## src/rtl/rs_encoder.sv

```systemverilog
// Symbol-serial systematic RS(K+2,K) encoder over GF(8), g(x) = x^2 + a^4*x + a^3.
// Optional parallel codeword output is enabled by defining RS_ENC_PARALLEL_OUT_EN.
module rs_encoder #(
    parameter int SYMBOL_WIDTH = 3,
    parameter int K            = 5,
    parameter int N            = K + 2
) (
    input  logic                      clk,
    input  logic                      reset,
    input  logic                      in_valid,
    output logic                      in_ready,
    input  logic [SYMBOL_WIDTH-1:0]   in_symbol,
    output logic                      out_valid,
    input  logic                      out_ready,
    output logic [SYMBOL_WIDTH-1:0]   out_symbol,
    output logic                      out_sop,
    output logic                      out_eop,
    output logic [1:0]                o_dbg_state
`ifdef RS_ENC_PARALLEL_OUT_EN
    ,
    output logic                      cw_valid,
    output logic [N*SYMBOL_WIDTH-1:0] cw_data
`endif
);

    localparam int SW    = SYMBOL_WIDTH;
    localparam int CNT_W = 3;

    typedef enum logic [1:0] {
        S_MSG  = 2'd0,
        S_PAR1 = 2'd1,
        S_PAR2 = 2'd2
    } state_t;

    // Multiply by a: bit[2] holds the a^0 coefficient, bit[0] the a^2 coefficient.
    function automatic logic [SW-1:0] mul_a(input logic [SW-1:0] x);
        return {x[0], x[2] ^ x[0], x[1]};
    endfunction

    function automatic logic [SW-1:0] mul_a3(input logic [SW-1:0] x);
        return mul_a(mul_a(mul_a(x)));
    endfunction

    function automatic logic [SW-1:0] mul_a4(input logic [SW-1:0] x);
        return mul_a(mul_a3(x));
    endfunction

    state_t            r_state;
    logic [CNT_W-1:0]  r_cnt;
    logic [SW-1:0]     r_r0;
    logic [SW-1:0]     r_r1;
    logic              r_out_valid;
    logic [SW-1:0]     r_out_symbol;
    logic              r_out_sop;
    logic              r_out_eop;

    logic              w_free;
    logic              w_accept;
    logic              w_load;
    logic [SW-1:0]     w_load_sym;
    logic [SW-1:0]     w_fb;

    assign w_free   = !r_out_valid || out_ready;
    assign in_ready = (r_state == S_MSG) && w_free && !reset;
    assign w_accept = in_valid && in_ready;
    assign w_fb     = in_symbol ^ r_r1;

    always_comb begin
        w_load     = 1'b0;
        w_load_sym = '0;
        case (r_state)
            S_MSG: begin
                w_load     = w_accept;
                w_load_sym = in_symbol;
            end
            S_PAR1: begin
                w_load     = w_free;
                w_load_sym = r_r1;
            end
            S_PAR2: begin
                w_load     = w_free;
                w_load_sym = r_r0;
            end
            default: begin
                w_load     = 1'b0;
                w_load_sym = '0;
            end
        endcase
    end

    always_ff @(posedge clk or posedge reset) begin
        if (reset) begin
            r_state      <= S_MSG;
            r_cnt        <= '0;
            r_r0         <= '0;
            r_r1         <= '0;
            r_out_valid  <= 1'b0;
            r_out_symbol <= '0;
            r_out_sop    <= 1'b0;
            r_out_eop    <= 1'b0;
        end else begin
            if (out_ready) begin
                r_out_valid <= 1'b0;
            end
            if (w_load) begin
                r_out_valid  <= 1'b1;
                r_out_symbol <= w_load_sym;
            end
            case (r_state)
                S_MSG: begin
                    if (w_accept) begin
                        r_out_sop <= (r_cnt == '0);
                        r_out_eop <= 1'b0;
                        r_r1      <= r_r0 ^ mul_a4(w_fb);
                        r_r0      <= mul_a3(w_fb);
                        if (r_cnt == CNT_W'(K - 1)) begin
                            r_cnt   <= '0;
                            r_state <= S_PAR1;
                        end else begin
                            r_cnt <= r_cnt + 1'b1;
                        end
                    end
                end
                S_PAR1: begin
                    if (w_free) begin
                        r_out_sop <= 1'b0;
                        r_out_eop <= 1'b0;
                        r_state   <= S_PAR2;
                    end
                end
                S_PAR2: begin
                    // Clearing the remainder here lets the next frame start without a bubble.
                    if (w_free) begin
                        r_out_sop <= 1'b0;
                        r_out_eop <= 1'b1;
                        r_r0      <= '0;
                        r_r1      <= '0;
                        r_state   <= S_MSG;
                    end
                end
                default: begin
                    r_state <= S_MSG;
                end
            endcase
        end
    end

    assign out_valid   = r_out_valid;
    assign out_symbol  = r_out_symbol;
    assign out_sop     = r_out_sop;
    assign out_eop     = r_out_eop;
    assign o_dbg_state = r_state;

`ifdef RS_ENC_PARALLEL_OUT_EN
    logic [N*SW-1:0] r_cw_sh;
    logic [N*SW-1:0] r_cw_data;
    logic            r_cw_valid;

    // The shift register tracks every loaded symbol; the snapshot is taken on the last parity.
    always_ff @(posedge clk or posedge reset) begin
        if (reset) begin
            r_cw_sh    <= '0;
            r_cw_data  <= '0;
            r_cw_valid <= 1'b0;
        end else begin
            r_cw_valid <= 1'b0;
            if (w_load) begin
                r_cw_sh <= {r_cw_sh[N*SW-SW-1:0], w_load_sym};
            end
            if (w_load && (r_state == S_PAR2)) begin
                r_cw_data  <= {r_cw_sh[N*SW-SW-1:0], w_load_sym};
                r_cw_valid <= 1'b1;
            end
        end
    end

    assign cw_valid = r_cw_valid;
    assign cw_data  = r_cw_data;
`endif

endmodule

```

## config.mk

```make
export PLATFORM = sky130hd
export DESIGN_NAME = rs_encoder
export DESIGN_NICKNAME = d
export VERILOG_FILES = /design/src/rtl/rs_encoder.sv
export SDC_FILE = /design/constraint.sdc
export NUM_CORES = 1
export LEC_CHECK = 0
export ABC_AREA = 1
export BUFFER_PORTS_ARGS = -buffer_cell sky130_fd_sc_hd__buf_2
export CORE_MARGIN = 3
export CORE_UTILIZATION = 59
export DETAILED_ROUTE_END_ITERATION = 12
export PLACE_DENSITY_LB_ADDON = 0.15
export SETUP_SLACK_MARGIN = 0.02
export SLEW_MARGIN = 30
export SYNTH_ARGS = -nofsm -noshare
export SYNTH_HDL_FRONTEND = slang
export SYNTH_SLANG_ARGS = --single-unit
```

## constraint.sdc

```tcl
create_clock -name clk -period 2.3 [get_ports clk]
set_input_delay 0.23 -clock clk [delete_from_list [all_inputs] [get_ports clk]]
set_output_delay 0.23 -clock clk [all_outputs]
set_load 0.005 [all_outputs]
```

## Word level (Yosys, flattened, before mapping)

Cells that the tools add are included.

- Register bits after elaboration: 17
- Input bits: 7
- Output and inout bits: 9
- Logic and storage cells: 62

- Add/sub/neg operators: 1
- Equality and inequality tests: 8
- Multiplexer cells: 21
- Bitwise gates (word level): 6
- Reduce and logical (&&, ||, !) cells: 18

Operators by type and width:

| cell | count |
|---|---|
| two-way mux 3 bit | 4 |
| one-hot mux 3 bit (2 select lines) | 2 |
| one-hot mux 3 bit (3 select lines) | 1 |
| two-way mux 2 bit | 4 |
| AND reduction 4 bit | 2 |
| two-way mux 1 bit | 6 |
| inequality test 2 bit, second input constant | 3 |
| one-hot mux 2 bit (3 select lines) | 1 |
| AND reduction 3 bit | 2 |
| nonzero test 2 bit | 3 |
| XOR 3 bit | 2 |
| inequality test 2 x 1 -> 1 bit, second input constant | 2 |
| one-hot mux 1 bit (2 select lines) | 2 |
| XOR 1 bit | 4 |
| adder 3 x 1 -> 3 bit, second input constant | 1 |
| equality test 3 bit, second input constant | 1 |
| logical AND 1 bit | 3 |
| logical NOT 3 bit | 1 |
| one-hot mux 1 bit (3 select lines) | 1 |
| nonzero test 3 bit | 1 |
| equality test 2 x 1 -> 1 bit, second input constant | 1 |
| equality test 2 bit, second input constant | 1 |
| logical NOT 1 bit | 2 |
| logical NOT 2 bit | 1 |
| 3 further kinds | 3 |

## Longest topological paths before layout

- Depth in word-level cells: 7
- Mapped depth: 9
- Gate-level depth less buffers: 9

## Least setup slack after synthesis

OpenSTA, ideal clock, no wires.

- Path kind: flip-flop to flip-flop
- Start point: reg r_state[0], in the netlist o_dbg_state[0]
- End point: reg r_state[1], in the netlist o_dbg_state[1]
- Setup time: 0.126 ns
- Arrival time: 1.374 ns
- Data required time: 2.174 ns
- Path slack: 0.800 ns
- Cell stages (with the launch flop): 8
- Buffers on the path: 1
- Period minus slack after synthesis: 1.500 ns
- Path through: dfrtp_1 > inv_1 > ha_1 > clkbuf_1 > o21ai_0 > nand3_1 > nor2_1 > a21oi_1

- Cells in the longest elaborated chain, start to end: 6
- Elaborated cells on any way between the ends: 12
- Classes of those cells: eq/ne: 6; mux: 1; reduce/logical: 5

RTL lines:

| item | line | text |
|---|---|---|
| from (decl) | 48 | `state_t r_state;` |
| from (signal assigned) | 93 | `r_state <= S_MSG;` |
| from (signal assigned) | 118 | `r_state <= S_PAR1;` |
| from (signal assigned) | 128 | `r_state <= S_PAR2;` |
| logical NOT 2 bit | 64, 109 |  |
| logical AND 1 bit (2 in a row) | 64 | `assign in_ready = (r_state == S_MSG) && w_free && !reset;` |
| logical AND 1 bit | 65 | `assign w_accept = in_valid && in_ready;` |
| inequality test 2 bit (no line) | n/a |  |
| AND reduction 4 bit (no line) | n/a |  |

Parallel ways exist; a longest one is shown, timed or not.
A chain may end at the register's enable or synchronous reset.

## Final worst setup path

- Start point: reg r_state[1], in the netlist o_dbg_state[1]
- End point: out in_ready

- Cells in the longest elaborated chain, start to end: 3

RTL lines:

| item | line | text |
|---|---|---|
| logical NOT 2 bit | 64 |  |
| logical AND 1 bit (2 in a row) | 64 |  |
| to (decl) | 11 | `output logic in_ready,` |

No other way between the ends.

==> impl_metrics.py <==
metrics = {
    "clocking": {
        "cts_setup_buffers": 0,
        "cts_hold_buffers": 0,
        "clockRootBuffer": "clkbuf_4",
        "cts_resized": 0,
        "clkLatencyLatePin_ns": 0.28,
        "clock-sinks": 17,
        "ctsHtreeMaxLevel": 1,
        "clk_pin_slew_ns": 0.10,
        "clockBufferDepth": 2,
        "cts_buffers": 3,
        "cts_tree": "done",
    },
    "floorplanning": {
        "io-pin-count": 16,
        "num_rows": 14,
        "core_sq_mm": 0.00161,
        "floorplan.initialDensity_pct": 66.5,
        "fp.dieW_um": 48.6,
        "dieArea_sq_mm": 0.00236,
        "die_h_um": 48.6,
    },
    "sta": {
        "worst_slack_ns": 0.432,
        "tightest_slew_ns": 0.339,
        "max_freq_mhz": 535,
        "hold_viol": 0,
        "tns_ns": 0,
        "slew-limit-headroom_pct": 77.2,
        "rsz0062_at_grt": "no",
        "layout_min_cycle_time_ns": 1.87,
        "clock-skew-final_ns": 0.00494,
        "min_period_over_period_pct": 81.2,
        "drv_slew": 0,
        "setup_viol": 0,
    },
    "final_layout": {
        "multi_input_area_sq_um": 571,
        "seq_area_sq_um": 425,
        "antenna_cells": 0,
        "nets": 178,
        "final_common_cell": "nand2_1",
        "n_fill_cell": 131,
        "area_growth_pct": 12.6,
        "drive_gt1_share_pct": 17.4,
        "final_cell_mix": "nand2_1, dfrtp_1, inv_1, buf_2",
    },
    "global_route": {
        "grtUsageTotal_pct": 20.7,
        "grt_pass1_vias": 943,
        "antenna_found_initial": 0,
        "grt_pass1_wl_mm": 3.95,
        "grt_overflow_total": 0,
        "grt_max_degree": 18,
    },
    "yosys": {
        "ys_seq_elements": 17,
        "synth_area_sq_mm": 0.00107,
        "ys_types": 21,
        "syn_inst": 142,
        "ys_seq_area_share_pct": 39.7,
        "yosys_warnings": 0,
        "synthesis.nets": 158,
        "syn_area_per_cell_sq_um": 7.54,
    },
    "route": {
        "post_drt_wl_per_cell_um": 12.0,
        "viasPerCell": 5.19,
        "vias": 961,
        "drc_errors": 0,
        "drt_pass1_iterations": 4,
        "ant_nets": 0,
        "dr.first_iter.drc_count": 36,
        "totalWireLength_mm": 2.22,
    },
    "status": {
        "outcome": "completed",
    },
    "worst_setup_path": {
        "cp_cell_sequence": "inv_1 -> ha_1 -> inv_1 -> nor3_1 -> buf_2",
        "critPathMaxFanout": 5,
        "critPathMostFrequentCell": "inv_1",
        "slowest_stage": "dfrtp_1",
        "crit_required_ns": 2.07,
        "worst_setup_path_start_kind": "flip-flop",
        "critPathKind": "reg -> out",
        "cp-end-kind": "primary output",
        "max_stage_delay_ns": 0.44,
        "reg2reg_slack_ns": 0.64,
        "cp.arrival_ns": 1.64,
    },
    "run": {
        "max-cap-violations": 0,
    },
    "power_and_ir_drop": {
        "p_clk_share_pct": 9.0,
        "p_switching_mw": 0.843,
        "intPower_mw": 0.902,
        "swShare_pct": 48.3,
        "p_seq_share_pct": 33.1,
        "power_density_mw_per_mm2": 1450,
        "pwr-share-comb_pct": 57.9,
        "p_leak_nw": 0.673,
        "ir_drop_uv": 948,
    },
    "place": {
        "dpl_worst_slack_ns": 0.694,
        "place.gp.congestion": 0.901,
        "dpl.hpwl_mm": 1.73,
        "portBuffers": 15,
    },
    "worst_hold_path": {
        "hold_class": "in -> async",
    },
}
## critical path: cells and delay by family (launching register included)
kind | cells | cell delay [ns]
and+or+nand+nor | 1 | 0.21
DFF | 1 | 0.44
adders and majority gates | 1 | 0.27
buffers and inverters | 3 | 0.43
## cell families after synthesis
| logic type | count (synthesis) | share of synthesized area (%) |
|---|---|---|
| compound gates | 21 | 10.3 |
| simple gates | 70 | 28.4 |
| buf+inv | 20 | 7.01 |
| fa+ha+maj | 9 | 10.5 |
| flops | 17 | 39.7 |
| xor+xnor | 5 | 4.09 |
## layer usage
metal | vias to the layer above | global-route usage [%] | share of wire (%)
li1 | 486 | - | -
met1 | 440 | 27.2 | 46
met2 | 33 | 35.5 | 49
met3 | 2 | 2.76 | 4.3
met4 | 0 | 5.69 | 0.50
met5 | - | 0 | 0
## Yosys cell counts (all sizes together)
master	count	area, sq um
dfrtp	17	425
nor3	1	5.00
o31ai	1	7.51
ha	9	113
xnor2	1	8.76
nand3	8	40.0
o21ai	11	55.1
nand4	1	12.5
inv	19	71.3
a21oi	7	35.0
clkbuf	1	3.75
o22ai	2	12.5
nand3b	1	7.51
and3	1	6.26
nand2	50	195
xor2	4	35.0
nor2	8	37.5
## area by class of cell
cell class                 instances  share of cell area [%]
multi-input combinational        105                    47.3
sequential                        17                    35.3
timing repair buffer              16                    6.85
inverter                          19                    5.91
tap                               24                    2.49
clock buffer                       4                    2.18
## worst paths after layout
check                      cells after the start                   endpoint                        from
max in group asynchronous                      3  out_symbol[1]$_DFFE_PP0P_                       reset
max reg2reg                                    8        r_r1[2]$_DFFE_PP0P_  o_dbg_state[1]$_DFFE_PP0P_
max                                            5                   in_ready  o_dbg_state[1]$_DFFE_PP0P_
min in group clk                               4      out_valid$_DFFE_PP0P_                   out_ready
min reg2reg                                    2        out_sop$_DFFE_PP0P_         out_sop$_DFFE_PP0P_
min                                            3       r_cnt[0]$_DFFE_PP0P_                       reset
## flip-flops by register name (all words and copies together) (netlist names)
register and cells:
out_valid 1, r_r0 3, o_dbg_state 2, r_r1 3
out_sop 1, out_symbol 3, r_cnt 3, out_eop 1
## power by group through the flow
stage          Sequential (mW)  Combinational (mW)  Clock, mW
2_1_floorplan            0.560               0.753          0
6_report                 0.578                1.01      0.157
3_5_place_dp             0.580               0.992          0
3_3_place_gp             0.568               0.970          0
4_1_cts                  0.573                1.01      0.160
5_1_grt                  0.597                1.15      0.178
## through the flow
stage	cell area [sq um]	util (%)	hold WS [ns]	power (mW)	std cells
floorplan	1070	-	0.172	1.31	142
global placement	1180	73.2	0.316	1.54	181
detailed placement	1180	73.2	0.318	1.57	181
CTS	1210	74.8	0.00833	1.74	185
global route	1210	74.8	0.00856	1.93	185
finish	1210	74.8	0.00279	1.75	185
(Power assumes the default switching activity.)
